File: src/rtl/icap_pkg.sv
// rtl/icap_pkg.sv - shared states, sequence constants and byte bit-swap for the ICAP reboot controller
package icap_pkg;

    typedef enum logic [1:0] {
        ST_IDLE  = 2'd0,
        ST_PRE   = 2'd1,
        ST_WRITE = 2'd2,
        ST_POST  = 2'd3
    } state_e;

    localparam int          SEQ_LEN  = 14;
    localparam int          IDX_W    = 4;
    localparam logic [3:0]  LAST_IDX = 4'(SEQ_LEN - 1);

    localparam logic [15:0] DUMMY    = 16'hFFFF;
    localparam logic [15:0] SYNC1    = 16'hAA99;
    localparam logic [15:0] SYNC2    = 16'h5566;
    localparam logic [15:0] GEN1_HDR = 16'h3261;
    localparam logic [15:0] GEN2_HDR = 16'h3281;
    localparam logic [15:0] GEN3_HDR = 16'h32A1;
    localparam logic [15:0] GEN4_HDR = 16'h32C1;
    localparam logic [15:0] CMD_HDR  = 16'h30A1;
    localparam logic [15:0] IPROG    = 16'h000E;
    localparam logic [15:0] NOOP     = 16'h2000;
    localparam logic [7:0]  OPCODE   = 8'h03;

    // ICAP expects each byte MSB/LSB mirrored relative to the bitstream word.
    function automatic logic [15:0] byte_bit_swap(input logic [15:0] w);
        logic [15:0] r;
        for (int b = 0; b < 2; b++) begin
            for (int j = 0; j < 8; j++) begin
                r[8*b+j] = w[8*b+7-j];
            end
        end
        return r;
    endfunction

endpackage

File: src/rtl/icap_seq_rom.sv
// rtl/icap_seq_rom.sv - combinational index-to-word lookup for the IPROG reboot sequence
module icap_seq_rom
    import icap_pkg::*;
#(
    parameter logic [23:0] BOOT_ADDR   = 24'h0C_0000,
    parameter logic [23:0] GOLDEN_ADDR = 24'h00_0000,
    parameter bit          SWAP_EN     = 1'b1
) (
    input  logic [IDX_W-1:0] idx_i,
    output logic [15:0]      word_o
);

    logic [15:0] raw_word;

    always_comb begin
        raw_word = DUMMY;
        case (idx_i)
            4'd0:    raw_word = DUMMY;
            4'd1:    raw_word = SYNC1;
            4'd2:    raw_word = SYNC2;
            4'd3:    raw_word = GEN1_HDR;
            4'd4:    raw_word = BOOT_ADDR[15:0];
            4'd5:    raw_word = GEN2_HDR;
            4'd6:    raw_word = {OPCODE, BOOT_ADDR[23:16]};
            4'd7:    raw_word = GEN3_HDR;
            4'd8:    raw_word = GOLDEN_ADDR[15:0];
            4'd9:    raw_word = GEN4_HDR;
            4'd10:   raw_word = {OPCODE, GOLDEN_ADDR[23:16]};
            4'd11:   raw_word = CMD_HDR;
            4'd12:   raw_word = IPROG;
            4'd13:   raw_word = NOOP;
            default: raw_word = DUMMY;
        endcase
    end

    assign word_o = SWAP_EN ? byte_bit_swap(raw_word) : raw_word;

endmodule

File: src/rtl/icap_reboot_ctrl.sv
// rtl/icap_reboot_ctrl.sv - key-triggered ICAP IPROG sequencer with fully registered outputs
module icap_reboot_ctrl
    import icap_pkg::*;
#(
    parameter logic [23:0] BOOT_ADDR   = 24'h0C_0000,
    parameter logic [23:0] GOLDEN_ADDR = 24'h00_0000,
    parameter bit          SWAP_EN     = 1'b1
) (
    input  logic        sclk,
    input  logic        rst_n,
    input  logic        key_flag,
    output logic        icap_ce_n,
    output logic        icap_wr_n,
    output logic [15:0] icap_i,
    output logic        busy,
    output logic        done
);

    state_e           state_q, state_d;
    logic [IDX_W-1:0] idx_q, idx_d;
    logic             ce_n_q, ce_n_d;
    logic             wr_n_q, wr_n_d;
    logic [15:0]      data_q, data_d;
    logic             busy_q, busy_d;
    logic             done_q, done_d;
    logic [15:0]      rom_word;

    icap_seq_rom #(
        .BOOT_ADDR   (BOOT_ADDR),
        .GOLDEN_ADDR (GOLDEN_ADDR),
        .SWAP_EN     (SWAP_EN)
    ) u_rom (
        .idx_i  (idx_q),
        .word_o (rom_word)
    );

    // Outputs trail the state by one cycle, so the busy output (not the state)
    // decides whether a key press is accepted.
    always_comb begin
        state_d = state_q;
        idx_d   = idx_q;
        case (state_q)
            ST_IDLE: begin
                idx_d = '0;
                if (key_flag && !busy_q) begin
                    state_d = ST_PRE;
                end
            end
            ST_PRE: begin
                idx_d   = '0;
                state_d = ST_WRITE;
            end
            ST_WRITE: begin
                if (idx_q == LAST_IDX) begin
                    idx_d   = '0;
                    state_d = ST_POST;
                end else begin
                    idx_d = idx_q + 4'd1;
                end
            end
            ST_POST: begin
                idx_d   = '0;
                state_d = ST_IDLE;
            end
            default: begin
                idx_d   = '0;
                state_d = ST_IDLE;
            end
        endcase
    end

    always_comb begin
        ce_n_d = 1'b1;
        wr_n_d = 1'b1;
        data_d = DUMMY;
        busy_d = 1'b0;
        done_d = 1'b0;
        case (state_q)
            ST_IDLE: begin
                // busy still high here means POST was just left.
                done_d = busy_q;
            end
            ST_PRE: begin
                wr_n_d = 1'b0;
                busy_d = 1'b1;
            end
            ST_WRITE: begin
                ce_n_d = 1'b0;
                wr_n_d = 1'b0;
                busy_d = 1'b1;
                data_d = rom_word;
            end
            ST_POST: begin
                wr_n_d = 1'b0;
                busy_d = 1'b1;
            end
            default: begin
                done_d = 1'b0;
            end
        endcase
    end

    always_ff @(posedge sclk) begin
        if (!rst_n) begin
            state_q <= ST_IDLE;
            idx_q   <= '0;
            ce_n_q  <= 1'b1;
            wr_n_q  <= 1'b1;
            data_q  <= DUMMY;
            busy_q  <= 1'b0;
            done_q  <= 1'b0;
        end else begin
            state_q <= state_d;
            idx_q   <= idx_d;
            ce_n_q  <= ce_n_d;
            wr_n_q  <= wr_n_d;
            data_q  <= data_d;
            busy_q  <= busy_d;
            done_q  <= done_d;
        end
    end

    assign icap_ce_n = ce_n_q;
    assign icap_wr_n = wr_n_q;
    assign icap_i    = data_q;
    assign busy      = busy_q;
    assign done      = done_q;

endmodule

File: config.mk
export PLATFORM = sky130hd
export DESIGN_NAME = icap_reboot_ctrl
export DESIGN_NICKNAME = d
export VERILOG_FILES = /design/src/rtl/icap_pkg.sv /design/src/rtl/icap_seq_rom.sv /design/src/rtl/icap_reboot_ctrl.sv
export SDC_FILE = /design/constraint.sdc
export NUM_CORES = 1
export LEC_CHECK = 0
export ABC_AREA = 0
export ABC_CLOCK_PERIOD_IN_PS = 2100
export BUFFER_PORTS_ARGS = -buffer_cell sky130_fd_sc_hd__buf_2
export CAP_MARGIN = 30
export CORE_ASPECT_RATIO = 0.9
export CORE_MARGIN = 2
export CORE_UTILIZATION = 48
export CTS_CLUSTER_SIZE = 24
export DETAILED_ROUTE_END_ITERATION = 10
export GPL_TIMING_DRIVEN = 0
export MAX_ROUTING_LAYER = met4
export PLACE_DENSITY = 0.72
export SYNTH_ARGS = -nofsm -noshare
export SYNTH_HDL_FRONTEND = slang
export SYNTH_SLANG_ARGS = --single-unit
File: constraint.sdc
create_clock -name sclk -period 2.1 [get_ports sclk]
set_input_delay 0 -clock sclk [delete_from_list [all_inputs] [get_ports sclk]]
set_output_delay 0 -clock sclk [all_outputs]
set_load 0.01 [all_outputs]
==> results.toml, run 1 <==
[drt]
drt_iter0_drc = 12
detail_route.wl_per_cell_um = 12.6
drtPass1Iterations = 4
remaining_drc_errors = 0
vias = 811
drtAntennaViolNets = 0
vias_per_cell = 5.30
finalWirelength_um = 1920

[power_and_ir_drop]
p_clk_share_pct = 18.7
power_density_nw_per_um2 = 918
seq_power_share_pct = 48.9
power_mw = 1.11
irDropWorstVdd_v = 0.000527
internal_power_uw = 719
p_comb_share_pct = 32.5
switching_power_uw = 392
leakage_nw = 0.509
switching_share_pct = 35.3

[yosys]
yosys.area.top_type = "dfxtp_1"
avgSynthCellArea_um2 = 10.2
synthDistinctLibCells = 31
synth.area.top_cells = "dfxtp_1, ha_1, o211ai_1"
syn_inst = 101
yosys_register_bits = 23
synth_fp_nets = 114
ys_warn_count = 0
synth.top_cell.area_share_pct = 44.7
synth-seq-area-share_pct = 44.7
netlist_area_um2 = 1030

[clock_network]
htreeDepth = 1
clk-insertion-delay-late_ns = 0.32
ctsResizeCount = 0
clock_sinks = 23
clockBufferDepth = 2
cts_tree = "done"
path_clk_slew_ns = 0.12
post_cts_buffers = 0
cts_inserted_buffers = 3
postCtsHoldBufs = 1
root_buffer = "clkbuf_4"

[sta]
rsz0062_at_grt = "no"
tightest_slew_ns = 0.357
max_freq_mhz = 633
finalWorstSetupSlack_ns = 0.521
fin_setup_tns_ns = 0
timing_hold_violations_final = 0
finClkSkew_ns = 0.00272
fin_crit_sh_pct = 75.2
setup_viol_count_final = 0
slew_violations = 0
holdWs_ns = 0.0749
min_period_ns = 1.58
max_slew_margin_pct = 75.8

[run]
max_cap_viol_count = 0

[grt]
track_usage_pct = 18.9
grt_pass1_vias = 758
use_met3_pct = 6.88
grt_max_degree = 14
grtUsageMet1_pct = 21.8
grt_busiest_layer = "met2"
antenna_found_initial = 0
grt_pass1_wl_um = 3310
grt-ovfl-total = 0
use_met2_pct = 30.5

[final_layout]
postLayoutCoreUtil_pct = 61.4
diodes = 0
final_cell_area_um2 = 1210
area_growth_pct = 17.4
final_cells = 153
drive_gt1_share_pct = 29.7
nets = 142

[place]
hpwl_um = 1390
dpl-instance-area_um2 = 1170
place_inst = 148
place_worst_setup_slack_ns = 0.536
place.gp.congestion = 0.881
portBuffers = 22

[worst_setup_path]
critPathRequiredTime_ns = 2.37
crit_path_top_delay_cell = "dfxtp_1"
critPathMaxFanout = 6
critical_path.top_delay_family = "compound AO/OA/AOI/OAI gates"
cpPeakStageDelay_ns = 0.40
criticalPathCategory = "register to register"
path_buf_inv = 1
arrival_ns = 1.85
crit_chain = "inv_1 -> ha_1 -> nand3_2 -> a22oi_2 -> o221a_2"
start_kind = "register"
critPathCaptureType = "register"

[floorplanning]
core_region_area_um2 = 1970
die_y_um = 48.0
fp.dieArea_um2 = 2530
initial_core_util_pct = 52.3
die_w_um = 52.9
rows = 15
ios = 23

[run_status]
status = "finished, final reports clean"

[min_path]
hp-class = "input pin to register"
worst register-to-register path: stages (launching register included):
cell     delay [ns]
dfxtp_1        0.40
inv_1          0.19
ha_1           0.34
nand3_2        0.14
a22oi_2        0.24
o221a_2        0.22
synth_stat cells:
library cell and instances:
dfxtp_1 23, ha_1 10, inv_1 9, nand2_1 9
o211ai_1 5, a21oi_1 4, buf_4 4, nor2_1 4
nand3_1 3, a211o_1 2, and3_1 2, mux2i_1 2
nand2b_1 2, o21ai_0 2, o221ai_1 2, o311ai_0 2
xnor2_1 2, a21o_1 1, a22oi_2 1, a31oi_4 1
and2_1 1, buf_2 1, buf_6 1, mux2_2 1
nand3_2 1, nand3b_1 1, nor4b_1 1, o21a_1 1
o221a_2 1, or2_2 1, xor2_1 1
state kept, by name, summed over array words and instances, names as in the netlist:
signal and cells:
busy 1, done 1, state_q 2, icap_i 13
idx_q 4, icap_wr_n 1, icap_ce_n 1
power groups by stage:
stage                     logic (mW)  clock network [mW]  registers [mW]
after global routing           0.412               0.237           0.552
after floorplan                0.255                   0           0.559
after CTS                      0.363               0.219           0.545
after global placement         0.351                   0           0.548
after detailed placement       0.358                   0           0.554
final                          0.360               0.208           0.543
logic make-up (layout without fill, tap and decap cells):
logic type               after synthesis  after routing  synth area share, %
AO/OA/AOI/OAI                         22             22                 17.5
flip-flops                            23             23                 44.7
buffers and inverters                 15             42                 7.77
XOR/XNOR                               3              3                 2.55
AND/OR/NAND/NOR                       25             25                 12.4
adder cells (fa/ha/maj)               10             10                 12.1
multiplexers                           3              3                 3.03
per-layer routing:
metal	vias to the layer above	share of wire [%]
met4	0	1.5
met2	24	51
met1	380	42
li1	403	-
met5	-	0
met3	4	5.1
worst paths after layout:
check	from	endpoint	slack, ns	cells past startpoint
setup / recovery	idx_q[1]	state_q[0]	0.52	5
hold / removal	key_flag	state_q[1]	0.07	4
setup reg to reg	idx_q[1]	state_q[0]	0.52	5
hold reg to reg	state_q[1]	state_q[1]	0.51	2
cell usage in the layout (no fill, tap or decap), types with 3 or more instances in the layout:
master    Yosys  final
dfxtp_1      23     23
nand3_1       3      3
a21oi_1       4      4
ha_1         10     10
nand2_1       9      9
inv_1         9      9
clkbuf_4      0      3
buf_4         4      4
o211ai_1      5      5
nor2_1        4      4
buf_2         1     23
layout make-up:
type,count,area (µm²)
clock inverter,1,5.00
tap,25,31.3
multi-input combinational,63,490
clock buffer,3,22.5
fill,186,761
buffer,6,46.3
sequential,23,460
inverter,9,33.8
timing repair buffer,23,120
(Power assumes the default switching activity.)
==> run 2: changes to the inputs <==
--- a/config.mk
+++ b/config.mk
@@ -6,12 +6,12 @@
 export NUM_CORES = 1
 export LEC_CHECK = 0
 export ABC_AREA = 0
-export ABC_CLOCK_PERIOD_IN_PS = 2100
+export ABC_CLOCK_PERIOD_IN_PS = 1300
 export BUFFER_PORTS_ARGS = -buffer_cell sky130_fd_sc_hd__buf_2
 export CAP_MARGIN = 30
 export CORE_ASPECT_RATIO = 0.9
 export CORE_MARGIN = 2
-export CORE_UTILIZATION = 48
+export CORE_UTILIZATION = 46
 export CTS_CLUSTER_SIZE = 24
 export DETAILED_ROUTE_END_ITERATION = 10
 export GPL_TIMING_DRIVEN = 0
==> constraint.sdc (replaced) <==
create_clock -name sclk -period 1.3 [get_ports sclk]
set_input_delay 0 -clock sclk [delete_from_list [all_inputs] [get_ports sclk]]
set_output_delay 0 -clock sclk [all_outputs]
set_load 0.01 [all_outputs]
==> run 2 against run 1 <==
- design area is 13% higher
- non-clock buffer count up 7
- wire length up 7.6%
==> results.toml, run 2 (same netlist as run 1, synthesis figures left out) <==
[drt]
drtAntennaViolNets = 0
finalWirelength_um = 2070
detail_route.wl_per_cell_um = 12.8
drt_iter0_drc = 15
vias = 822
drtPass1Iterations = 5
remaining_drc_errors = 0
vias_per_cell = 5.07

[final_layout]
area_growth_pct = 32.2
multiInputGateArea_um2 = 561
diodes = 0
layout_commonest_cell = "buf_2"
fillCellCount = 175
nets = 149
largest_reg_flops = 13
seqCellArea_um2 = 475
postLayoutCoreUtil_pct = 63.6
final_cell_mix = "buf_2, dfxtp_1, buf_4, nand2_1, inv_1"
drive_gt1_share_pct = 45.2
final_cell_area_um2 = 1360

[sta]
rsz0062_at_grt = "yes"
fin_crit_sh_pct = 97.8
finalWorstSetupSlack_ns = 0.0281
max_freq_mhz = 786
max_slew_margin_pct = 80.0
holdWs_ns = 0.0641
tightest_slew_ns = 0.295
min_period_ns = 1.27
slew_violations = 0
timing_hold_violations_final = 0
finClkSkew_ns = 0.000920
setup_viol_count_final = 0

[worst_setup_path]
reg2reg_from = "idx_q[0]"
crit_start = "idx_q[0]"
critPathMaxFanout = 6
crit_chain = "buf_6 -> ha_4 -> nand3_4 -> a22oi_2 -> o221a_2"
criticalPathCategory = "register to register"
critPathCaptureType = "register"
critical_path.top_delay_family = "compound AO/OA/AOI/OAI gates"
cpPeakStageDelay_ns = 0.40
crit_path_top_delay_cell = "dfxtp_4"
critPathRequiredTime_ns = 1.57
ff2ff_setup_slack_ns = 0.03
start_kind = "register"
arrival_ns = 1.54
path_buf_inv = 1

[run]
max_cap_viol_count = 0

[floorplanning]
die_y_um = 48.9
core_region_area_um2 = 2140
ios = 23
fp.dieArea_um2 = 2640
die_w_um = 53.9
rows = 16
initial_core_util_pct = 48.1

[power_and_ir_drop]
power_density_nw_per_um2 = 1530
power_mw = 2.09
leakage_nw = 0.559
irDropWorstVdd_v = 0.00139

[clock_network]
clockBufferDepth = 2
clock_sinks = 23
path_clk_slew_ns = 0.12
cts_tree = "done"
htreeDepth = 1
clk-insertion-delay-late_ns = 0.32
root_buffer = "clkbuf_4"
cts_inserted_buffers = 3

[place]
portBuffers = 22
place_worst_setup_slack_ns = -0.155
place.gp.congestion = 0.906
dpl-instance-area_um2 = 1180
hpwl_um = 1360

[grt]
grt_max_degree = 14
track_usage_pct = 17.9
grt-ovfl-total = 0
antenna_found_initial = 0
grt_pass1_vias = 760
grt_pass1_wl_um = 3380

[min_path]
hold_start = "key_flag"
hp-class = "input pin to register"

[run_status]
status = "finished, final reports clean"
## run 2: changes by cell type in the layout (fill, tap and decap cells not counted), moves of 3 or more
cell	delta
inv_1	-3
ha_2	+4
ha_1	-6
buf_4	+5
dfxtp_1	-4
dfxtp_4	+4
## run 2: worst register-to-register path, cell delays in order, from the launching register on
cell	delay (ns)
dfxtp_4	0.40
buf_6	0.10
ha_4	0.17
nand3_4	0.08
a22oi_2	0.24
o221a_2	0.22
## run 2: cell type report
class,count,share of cell area [%]
multi-input cells,63,41.1
flip-flops and latches,23,34.9
repair buffers,30,13.2
plain buffers,6,3.40
inverters,9,2.85
well taps,27,2.48
clock buffers,3,1.65
clock inverters,1,0.367
## run 2: through the flow
stage,std cells,setup TNS (ns)
finish,162,0
detailed placement,150,-1.32
global route,162,-0.174
global placement,150,-0.822
CTS,159,-0.00279
floorplan,101,0
## run 2: worst paths after layout
path                 to  cells past startpoint
max reg2reg  state_q[0]                      5
min          state_q[1]                      4
max          state_q[0]                      5
min reg2reg  state_q[1]                      2
## run 2: per-layer routing
layer  global-route usage (%)  up-vias  part of all wire, %
li1                         -      412                    -
met1                     22.3      376                   43
met2                     26.2       29                   49
met3                     5.52        5                  6.6
met4                     7.69        0                  1.5
met5                        -        -                    0
## run 2: power breakdown
part,internal (mW),switching (mW)
combinational,0.411,0.439
clock,0.115,0.216
sequential,0.821,0.0854
total,1.35,0.740
## run 2: repair_timing
item	in CTS	in global routing
resized for setup	13	17
endpoints found under the hold margin	6	0
setup endpoints to repair	17	16
setup buffers	4	3
hold buffers	1	0
pin swaps	1	5
==> run 3: changes to the inputs <==
--- a/config.mk
+++ b/config.mk
@@ -11,12 +11,13 @@
 export CAP_MARGIN = 30
 export CORE_ASPECT_RATIO = 0.9
 export CORE_MARGIN = 2
-export CORE_UTILIZATION = 46
+export CORE_UTILIZATION = 48
 export CTS_CLUSTER_SIZE = 24
 export DETAILED_ROUTE_END_ITERATION = 10
 export GPL_TIMING_DRIVEN = 0
 export MAX_ROUTING_LAYER = met4
-export PLACE_DENSITY = 0.72
+export PLACE_DENSITY = 0.73
 export SYNTH_ARGS = -nofsm -noshare
 export SYNTH_HDL_FRONTEND = slang
+export SYNTH_HIERARCHICAL = 1
 export SYNTH_SLANG_ARGS = --single-unit
==> run 3 against run 2 <==
- the flow now finishes with violations (negative setup slack)
- first-iteration DRC count down 13%
- sequential share of layout area down 4.4 points
- count of clock-buffer cells in the layout grew 1
- synthesized cell count grew 28%
- sequential cell count grew 3
- clock skew is 0.0023 ns higher
- sequential power grew 7.6%
- maximum frequency is 4.9% lower
- cell count grew 25%
- clock power rose by 39%
- global-route usage fell by 1.2 points
- power grew 14%
- critical path type unchanged
- critical endpoint is now icap_i[4]
==> results.toml, run 3 <==
[grt]
track_usage_pct = 16.6
antenna_found_initial = 0
grt_pass1_wl_um = 3810
grt_pass1_vias = 945
grt_max_degree = 16
grt-ovfl-total = 0

[worst_setup_path]
critPathMaxFanout = 6
r2r-end = "icap_i[4]"
arrival_ns = 1.56
criticalPathCategory = "register to register"
critPathCaptureType = "register"
critPathRequiredTime_ns = 1.52
r2r_cells = 6
ff2ff_setup_slack_ns = -0.04
reg2reg_from = "idx_q[0]"
start_kind = "register"

[yosys]
synth_common_cells = "dfxtp_1, ha_1, o21ai_0, or2_1"
yosys.area.top_type = "dfxtp_1"
avgSynthCellArea_um2 = 9.64
synth-seq-area-share_pct = 41.9
ys_warn_count = 6
synthDistinctLibCells = 32
synth.area.top_cells = "dfxtp_1, ha_1, or2_1"
netlist_area_um2 = 1240
synth.most_common_cell = "dfxtp_1"
synth_edf_count = 0
ys.flop_type = "dfxtp_1"
synth_fp_nets = 145
async_reset_ff_share_pct = 0
yosys_register_bits = 26
synth.top_cell.area_share_pct = 41.9
syn_inst = 129

[final_layout]
drive_gt1_share_pct = 51.7
final_cell_mix = "buf_2, dfxtp_1, buf_4, or2_1"
layout_commonest_cell = "buf_2"
area_growth_pct = 41.9
multiInputGateArea_um2 = 748
seqCellArea_um2 = 538
nets = 191
diodes = 0
final_cells = 202
fillCellCount = 182
largest_reg_flops = 16

[clock_network]
cts_inserted_buffers = 3
root_buffer = "clkbuf_4"
htreeDepth = 1
clock_sinks = 26
clk-insertion-delay-late_ns = 0.31
cts_tree = "done"
path_clk_slew_ns = 0.13
clockBufferDepth = 2

[min_path]
hp-class = "input pin to register"
min_to = "state_q[1]"
min_path_cells = 4
hold_start = "key_flag"

[floorplanning]
die_w_um = 57.7
core_region_area_um2 = 2450
rows = 17
die_y_um = 52.3
ios = 23
initial_core_util_pct = 50.8
fp.dieArea_um2 = 3010

[power_and_ir_drop]
leakage_nw = 0.712
power_density_nw_per_um2 = 1350
irDropWorstVdd_v = 0.00137

[drt]
remaining_drc_errors = 0
vias = 1000
drtAntennaViolNets = 0
detail_route.wl_per_cell_um = 11.8
finalWirelength_um = 2380
drtPass1Iterations = 4
vias_per_cell = 4.95
drt_iter0_drc = 13

[sta]
setup_viol_count_final = 3
tightest_slew_ns = 0.218
finalWorstSetupSlack_ns = -0.0376
max_slew_margin_pct = 85.4
timing_hold_violations_final = 0
slew_violations = 0
min_period_ns = 1.34
fin_crit_sh_pct = 103
finClkSkew_ns = 0.00323
rsz0062_at_grt = "yes"
holdWs_ns = 0.132
max_freq_mhz = 748

[place]
place_inst = 179
place_worst_setup_slack_ns = -0.106
hpwl_um = 1520
place.gp.congestion = 0.826
portBuffers = 22

[run_status]
violations = "negative setup slack"
status = "finished, violations left"

[run]
max_cap_viol_count = 0
-- run 3: changes by cell type in the layout (fill, tap and decap cells not counted), moves of 4 or more --
cell	before	now
buf_4	9	15
o211ai_1	5	0
buf_6	3	7
o21ai_1	1	5
nor2b_1	0	4
or2_1	0	9
or2_2	0	6
-- run 3: power by group --
group,internal [mW],leakage (nW),switching [mW]
Clock,0.235,0.0261,0.225
Combinational,0.498,0.471,0.450
Sequential,0.894,0.215,0.0824
-- run 3: repair_timing --
action                                 in CTS  in global routing
setup endpoints to repair                  16                 20
endpoints found under the hold margin       4                  0
gates resized for setup                    15                 27
pin swaps                                   3                 15
buffers inserted                           12                  4
hold buffers                                1                  0
gates cloned                                0                  2
-- run 3: kinds of logic (layout without fill, tap and decap cells) --
kind of cell / Yosys count / after routing / synth area share, %
AND/OR/NAND/NOR: 49 / 49 / 23.1
flip-flops: 26 / 26 / 41.9
multiplexers: 1 / 1 / 0.805
XOR/XNOR: 4 / 4 / 2.82
AO/OA/AOI/OAI: 21 / 21 / 10.7
buffers and inverters: 15 / 60 / 7.65
adder cells (fa/ha/maj): 13 / 13 / 13.1
-- run 3: layer usage --
metal	vias up	share of wire (%)	track usage, %
met4	0	0.63	5.04
li1	508	-	-
met3	2	5.4	5.19
met5	-	0	-
met1	464	40	17.4
met2	26	54	30.1
-- run 3: worst max path at each step --
stage | start | to | slack (ns) | cells after the start
final | idx_q[0] | icap_i[4] | -0.04 | 6
after global routing | idx_q[0] | icap_i[4] | -0.09 | 6
after CTS | idx_q[1] | icap_i[8] | -0.009 | 5
after detailed placement | idx_q[3] | icap_i[7] | -0.11 | 6
after global placement | idx_q[3] | icap_i[7] | -0.09 | 6
after floorplan | idx_q[3] | icap_i[7] | 0.01 | 6
-- run 3: area by class of cell --
type	instances	area share (%)
tap	28	1.99
timing repair buffer	41	16.0
multi-input combinational	88	42.4
clock buffer	4	2.70
buffer	8	4.54
inverter	7	1.91
sequential	26	30.5
-- run 3: critical path, stage by stage, from the launching register on --
cell and delay (ns):
dfxtp_4 0.44, inv_6 0.07, ha_4 0.16, nor2b_1 0.12
o21ai_1 0.16, nand2_1 0.08, or2_1 0.22
-- run 3: stage by stage --
stage	TNS, ns	instance area (µm²)	power (mW)	utilization (%)
2_1_floorplan	0	1270	1.48	-
3_3_place_gp	-0.347	1420	1.60	58.1
3_5_place_dp	-0.613	1420	1.63	58.1
4_1_cts	-0.0239	1610	2.26	65.7
5_1_grt	-0.567	1760	2.55	72.1
6_report	-0.0444	1760	2.38	72.1
